**config.mk**
```make
export PLATFORM = sky130hd
export DESIGN_NAME = t03_instr_fetch
export DESIGN_NICKNAME = d
export VERILOG_FILES = /design/src/rtl/t03_fetch_pkg.sv /design/src/rtl/t03_instr_fetch.sv
export SDC_FILE = /design/constraint.sdc
export NUM_CORES = 1
export LEC_CHECK = 0
export CAP_MARGIN = 20
export CORE_MARGIN = 10
export CORE_UTILIZATION = 56
export CTS_BUF_LIST = sky130_fd_sc_hd__clkbuf_2 sky130_fd_sc_hd__clkbuf_4 sky130_fd_sc_hd__clkbuf_8
export CTS_CLUSTER_SIZE = 20
export DETAILED_ROUTE_END_ITERATION = 16
export GPL_ROUTABILITY_DRIVEN = 1
export PLACE_DENSITY = 0.95
export SETUP_SLACK_MARGIN = 0.4
export SLEW_MARGIN = 15
export SYNTH_ARGS = -nofsm -noshare
export SYNTH_HDL_FRONTEND = slang
export SYNTH_SLANG_ARGS = --single-unit
```
**constraint.sdc**
```tcl
create_clock -name clk -period 7.1 [get_ports clk]
set_clock_uncertainty 0.1 [all_clocks]
set_input_delay 1.42 -clock clk [delete_from_list [all_inputs] [get_ports clk]]
set_output_delay 1.42 -clock clk [all_outputs]
set_load 0.03 [all_outputs]
```
**src/rtl/t03_fetch_pkg.sv**
```systemverilog
// Shared types and constants for the t03 instruction fetch stage.
package t03_fetch_pkg;

  localparam int XLEN = 32;
  localparam logic [XLEN-1:0] NOP_INSTR = 32'h0000_0013;

  typedef enum logic [1:0] {
    IDLE = 2'd0,
    WAIT = 2'd1,
    HOLD = 2'd2
  } fetch_state_t;

endpackage

```
**src/rtl/t03_instr_fetch.sv**
```systemverilog
// Instruction fetch stage: owns the PC, issues one word fetch at a time, holds the result for the decoder.
// Optional macro FETCH_MISALIGN_CHK_EN: misaligned redirects are dropped and reported on misalign_err.
module t03_instr_fetch
  import t03_fetch_pkg::*;
#(
  parameter logic [XLEN-1:0] RESET_PC       = 32'h0000_0000,
  parameter int              TIMEOUT_CYCLES = 255
) (
  input  logic            clk,
  input  logic            rst,
  input  logic            redirect_en,
  input  logic [XLEN-1:0] redirect_pc,
  output logic            mem_req,
  output logic [XLEN-1:0] mem_addr,
  input  logic            mem_ack,
  input  logic [XLEN-1:0] mem_rdata,
  output logic            instr_valid,
  input  logic            instr_ready,
  output logic [XLEN-1:0] instr,
  output logic [XLEN-1:0] instr_pc,
  output logic            fetch_err,
  output logic            misalign_err
);

  // The error fires on the WAIT cycle that brings the no-ack count up to TIMEOUT_CYCLES.
  localparam logic [7:0] TMO_LAST = 8'(TIMEOUT_CYCLES - 1);

  fetch_state_t    state, state_nx;
  logic [XLEN-1:0] pc, pc_nx;
  logic [XLEN-1:0] instr_nx, instr_pc_nx;
  logic            instr_valid_nx;
  logic            flush_pending, flush_pending_nx;
  logic [XLEN-1:0] flush_target, flush_target_nx;
  logic [7:0]      tmo_cnt, tmo_cnt_nx;
  logic            fetch_err_nx;
  logic            misalign_nx;
  logic            redir_take;
  logic [XLEN-1:0] redir_target;

`ifdef FETCH_MISALIGN_CHK_EN
  assign redir_take   = redirect_en & (redirect_pc[1:0] == 2'b00);
  assign redir_target = redirect_pc;
  assign misalign_nx  = redirect_en & (redirect_pc[1:0] != 2'b00);
`else
  logic unused_low_bits;
  assign unused_low_bits = ^redirect_pc[1:0];
  assign redir_take      = redirect_en;
  assign redir_target    = {redirect_pc[XLEN-1:2], 2'b00};
  assign misalign_nx     = 1'b0;
`endif

  assign mem_addr = {pc[XLEN-1:2], 2'b00};

  // Next-state and datapath update for the fetch FSM.
  always_comb begin
    state_nx         = state;
    pc_nx            = pc;
    instr_nx         = instr;
    instr_pc_nx      = instr_pc;
    instr_valid_nx   = instr_valid;
    flush_pending_nx = flush_pending;
    flush_target_nx  = flush_target;
    tmo_cnt_nx       = 8'd0;
    fetch_err_nx     = 1'b0;
    case (state)
      IDLE: begin
        if (redir_take) begin
          pc_nx = redir_target;
        end else begin
          pc_nx = pc;
        end
        state_nx = WAIT;
      end
      WAIT: begin
        if (mem_ack) begin
          if (flush_pending || redir_take) begin
            // Stale data: drop it and restart from the newest redirect target.
            pc_nx            = redir_take ? redir_target : flush_target;
            flush_pending_nx = 1'b0;
            state_nx         = IDLE;
          end else begin
            instr_nx       = mem_rdata;
            instr_pc_nx    = pc;
            instr_valid_nx = 1'b1;
            state_nx       = HOLD;
          end
        end else begin
          if (redir_take) begin
            flush_pending_nx = 1'b1;
            flush_target_nx  = redir_target;
          end else begin
            flush_pending_nx = flush_pending;
          end
          if (tmo_cnt == TMO_LAST) begin
            fetch_err_nx = 1'b1;
            tmo_cnt_nx   = 8'd0;
          end else begin
            tmo_cnt_nx = tmo_cnt + 8'd1;
          end
        end
      end
      HOLD: begin
        if (redir_take) begin
          instr_valid_nx = 1'b0;
          pc_nx          = redir_target;
          state_nx       = WAIT;
        end else if (instr_ready) begin
          instr_valid_nx = 1'b0;
          pc_nx          = pc + 32'd4;
          state_nx       = WAIT;
        end else begin
          state_nx = HOLD;
        end
      end
      default: begin
        state_nx       = IDLE;
        instr_valid_nx = 1'b0;
      end
    endcase
  end

  // State and output registers; rst overrides any in-flight fetch.
  always_ff @(posedge clk) begin
    if (rst) begin
      state         <= IDLE;
      pc            <= RESET_PC;
      mem_req       <= 1'b0;
      instr         <= NOP_INSTR;
      instr_pc      <= 32'h0000_0000;
      instr_valid   <= 1'b0;
      flush_pending <= 1'b0;
      flush_target  <= 32'h0000_0000;
      tmo_cnt       <= 8'd0;
      fetch_err     <= 1'b0;
      misalign_err  <= 1'b0;
    end else begin
      state         <= state_nx;
      pc            <= pc_nx;
      mem_req       <= (state_nx == WAIT);
      instr         <= instr_nx;
      instr_pc      <= instr_pc_nx;
      instr_valid   <= instr_valid_nx;
      flush_pending <= flush_pending_nx;
      flush_target  <= flush_target_nx;
      tmo_cnt       <= tmo_cnt_nx;
      fetch_err     <= fetch_err_nx;
      misalign_err  <= misalign_nx;
    end
  end

endmodule
```
# After elaboration in Yosys (flattened, before gate mapping)
# Cells that the tools add are included.
# Widths: inputs -> output; s select.
[totals]
ff_bits = 142
inputBits = 69
[op_classes]
reduce_logical = 11
n_bitwise = 4
muxes = 21
n_eq_ne = 10
n_addsub = 2
[ops]
columns = ["operator", "n"]
rows = [
  ["$mux 32", 6],
  ["$pmux 32 s3", 1],
  ["$add 32x3->32 const B", 1],
  ["$add 8x1->8 const B", 1],
  ["$eq 8x8->1 const B", 1],
  ["$mux 1", 8],
  ["$mux 2", 4],
  ["$ne 2x2->1 const B", 4],
  ["$pmux 2 s3", 1],
  ["$reduce_and 3->1", 2],
  ["$reduce_and 5->1", 1],
  ["$eq 2x1->1 const B", 2],
  ["$not 1->1", 4],
  ["$reduce_and 4->1", 1],
  ["$reduce_or 4->1", 1],
  ["$ne 3x3->1 const B", 1],
  ["$pmux 1 s3", 1],
  ["$reduce_bool 3->1", 1],
  ["$reduce_or 3->1", 1],
  ["$eq 2x2->1 const B", 1],
  ["$logic_not 2->1", 1],
  ["$ne 2x1->1 const B", 1],
  ["$reduce_and 2->1", 1],
  ["$reduce_bool 2->1", 1],
  ["$logic_or 1x1->1", 1],
]

# Depth between registers and ports, before layout
[logic_depth]
ltp_word = 5
depth_mapped = 10

# Worst setup path after synthesis
# No wires, ideal clock.
[synth_path]
kind = "input -> register"
startpoint = "in redirect_en"
endpoint = "reg pc[17]"
stages = 7
arrival_ps = 2988
path_slack_ps = 3935
required_ps = 6923
cell_sequence = "buf_4 nor3b_2 or3_4 or2_1 buf_2 or4_4 a41oi_2"
[synth_via]
elab_chain_len = 4
elab_cells_between_ends = 10
[synth_lines]
columns = ["item", "line", "text"]
rows = [
  ["from (decl)", "t03_instr_fetch.sv:11", "input logic redirect_en,"],
  ["$mux 32", "-", ""],
  ["$mux 32", "t03_instr_fetch.sv:76", "if (flush_pending || redir_take) begin"],
  ["$mux 32", "t03_instr_fetch.sv:75", "if (mem_ack) begin"],
  ["$pmux 32 s3", "t03_instr_fetch.sv:65", "case (state)"],
  ["to (signal assigned)", "t03_instr_fetch.sv:138", "pc <= pc_nx;"],
  ["to (decl)", "t03_instr_fetch.sv:29", "logic [XLEN-1:0] pc, pc_nx;"],
]
# Several ways; a longest one is shown, not always the timed one. The select of a mux whose other input is x is not followed.
# A chain may end at the register's enable or synchronous reset.

# Final worst setup path
[layout_path]
startpoint = "in redirect_en"
endpoint = "reg pc[31]"
# Same word-level chain as after synthesis.

==> results.json <==
{
  "hpwl_um": 14460,
  "yosysUniqueCellTypes": 65,
  "avgSynthCellArea_um2": 7.735,
  "wire_per_inst_um": 18.22,
  "status": "complete, no violations",
  "drv_cap": 0,
  "start_kind": "primary input",
  "viasPerCell": 6.056,
  "cts_resized": 0,
  "wl_um": 21780,
  "diodes": 0,
  "antenna_found_initial": 1,
  "cts_hold_buf": 0,
  "worstMarginPinSlew_ns": 1.085,
  "setup_viol": 0,
  "setup-tns-final_ns": 0,
  "mostFrequentLayoutCell": "nand2_1",
  "synth-main-ff-cell": "dfxtp_1",
  "cp.required_ns": 7.30,
  "dr.first_iter.drc_count": 963,
  "syn_inst": 916,
  "final_cell_mix": "nand2_1, clkdlybuf4s50_1, dfxtp_1",
  "nNetsFinal": 1086,
  "htreeDepth": 4,
  "die_area_um2": 17550,
  "synthArstFlopShare_pct": 0,
  "ioPinCount": 169,
  "rrSetupSlack_ns": 3.90,
  "gp_congestion": 0.8926,
  "vias": 7237,
  "clockBufferDepth": 2,
  "drive_above_1_share_pct": 6.843,
  "syn_area_um2": 7086,
  "finalHoldViolations": 0,
  "grt.total_usage_pct": 23.50,
  "start_util_pct": 56.61,
  "gr-total-overflow": 0,
  "ys_seq_elements": 142,
  "utilization_pct": 71.45,
  "synth_top_cell_by_area": "dfxtp_1",
  "seq_area_frac_synth_pct": 40.12,
  "rsz0062_at_grt": "no",
  "yosysTopAreaCellShare_pct": 40.12,
  "fp.dieW_um": 132.5,
  "cts_tree": "yes",
  "ant_nets": 0,
  "path_class": "primary input to flip-flop",
  "relSlewSlack_pct": 27.69,
  "grt_pass1_wl_um": 34430,
  "core_area_um2": 12520,
  "io_buffers": 163,
  "cts_setup_buffers": 0,
  "period_share_pct": 59.56,
  "drtPass1Iterations": 6,
  "clk_latency_ns": 0.47,
  "worst-path-max-fanout": 27,
  "power_density_nw_per_um2": 215.1,
  "drc_errors": 0,
  "synth_edf_count": 0,
  "fp-row-count": 41,
  "p_leak_nw": 3.045,
  "drv_slew": 0,
  "fmax_mhz": 236.5,
  "grt_max_degree": 100,
  "synth.area.top_cells": "dfxtp_1, nand2_1, a21oi_1",
  "peakVddDrop_mv": 0.1538,
  "root_buffer": "clkbuf_8",
  "period_minus_slack_ns": 4.229,
  "end_kind": "flip-flop",
  "hold_path.class": "flip-flop to flip-flop",
  "areaGrowthSynthToFinish_pct": 26.22,
  "cp.arrival_ns": 4.43,
  "cts-buffers-inserted": 17,
  "ys_warn_count": 0,
  "grt_pass1_vias": 6813,
  "die_y_um": 132.5,
  "clock_sinks": 142,
  "clkSlewWorstSetupHoldPaths_ns": 0.08
}
[state kept, by name, summed over array words and instances (netlist names)]
| name | flops |
|---|---|
| pc | 32 |
| state | 2 |
| instr_pc | 32 |
| flush_target | 32 |
| flush_pending | 1 |
| mem_req | 1 |
| tmo_cnt | 8 |
| instr_valid | 1 |
| instr | 32 |
| fetch_err | 1 |
[where the power goes]
part           internal [mW]  switching, mW
sequential             0.833         0.0530
clock                  0.319          0.330
combinational          0.157          0.232
[worst max-delay path: stages]
cell and delay [ns]:
clkdlybuf4s50_1 0.89, buf_4 0.42, nor2b_1 0.20, buf_4 0.26, a32oi_1 0.27, a211oi_1 0.13
a2111oi_0 0.67, a311oi_1 0.14
[synth_stat cells, types with 8 or more instances]
master	number
nand2_1	227
clkbuf_1	55
nor3_1	19
o21ai_0	25
nor2_1	49
a311oi_1	9
nand4_1	9
a22o_1	19
buf_4	34
inv_1	10
nand3_1	29
a31oi_1	11
and2_1	9
buf_2	8
and3_1	8
a21oi_1	109
xor2_1	8
a211oi_1	10
a221oi_1	8
dfxtp_1	142
[per-stage QoR]
step	hold slack (ns)	power, mW	instance area [um2]	setup WS, ns	instances
after detailed placement	0.3445	1.276	8494	2.690	1160
after floorplan	0.3285	1.146	7093	3.935	918
after global placement	0.3359	1.266	8494	2.784	1160
after global routing	0.3742	2.000	8944	2.766	1195
after CTS	0.3552	1.916	8886	3.006	1192
final	0.3538	1.924	8944	2.871	1195
[area by class of cell]
type	count	area [um2]
inverter	11	41.29
tap	172	215.2
clock inverter	14	143.9
clock buffer	18	247.7
timing repair buffer	176	1762
sequential	142	2843
fill	960	3573
multi-input combinational	662	3691
[cells by family (layout without fill, tap and decap cells)]
group,count (synthesis),after routing,share of synthesized area (%)
xor+xnor,15,15,1.854
compound gates,236,236,21.84
simple gates,389,389,25.09
other cells,1,3,0.05292
fa+ha+maj,7,7,1.236
mux,12,12,1.819
buf+inv,114,219,7.982
flops,142,142,40.12
[path summary, 6_finish.rpt]
check	start	endpoint	cells past startpoint
worst max-delay path	redirect_en	pc[31]	8
worst min-delay path	pc[1]	instr_pc[1]	2
worst max register to register	state[0]	pc[31]	9
worst min register to register	pc[1]	instr_pc[1]	2
[per-layer routing]
layer	up-vias	track usage, %	wire (um)
li1	3375	-	-
met1	3354	27.98	8477
met2	443	36.99	10160
met3	63	8.024	2493
met4	2	11.80	634
met5	-	0	13
No activity file was read; power rests on OpenSTA's default activity.
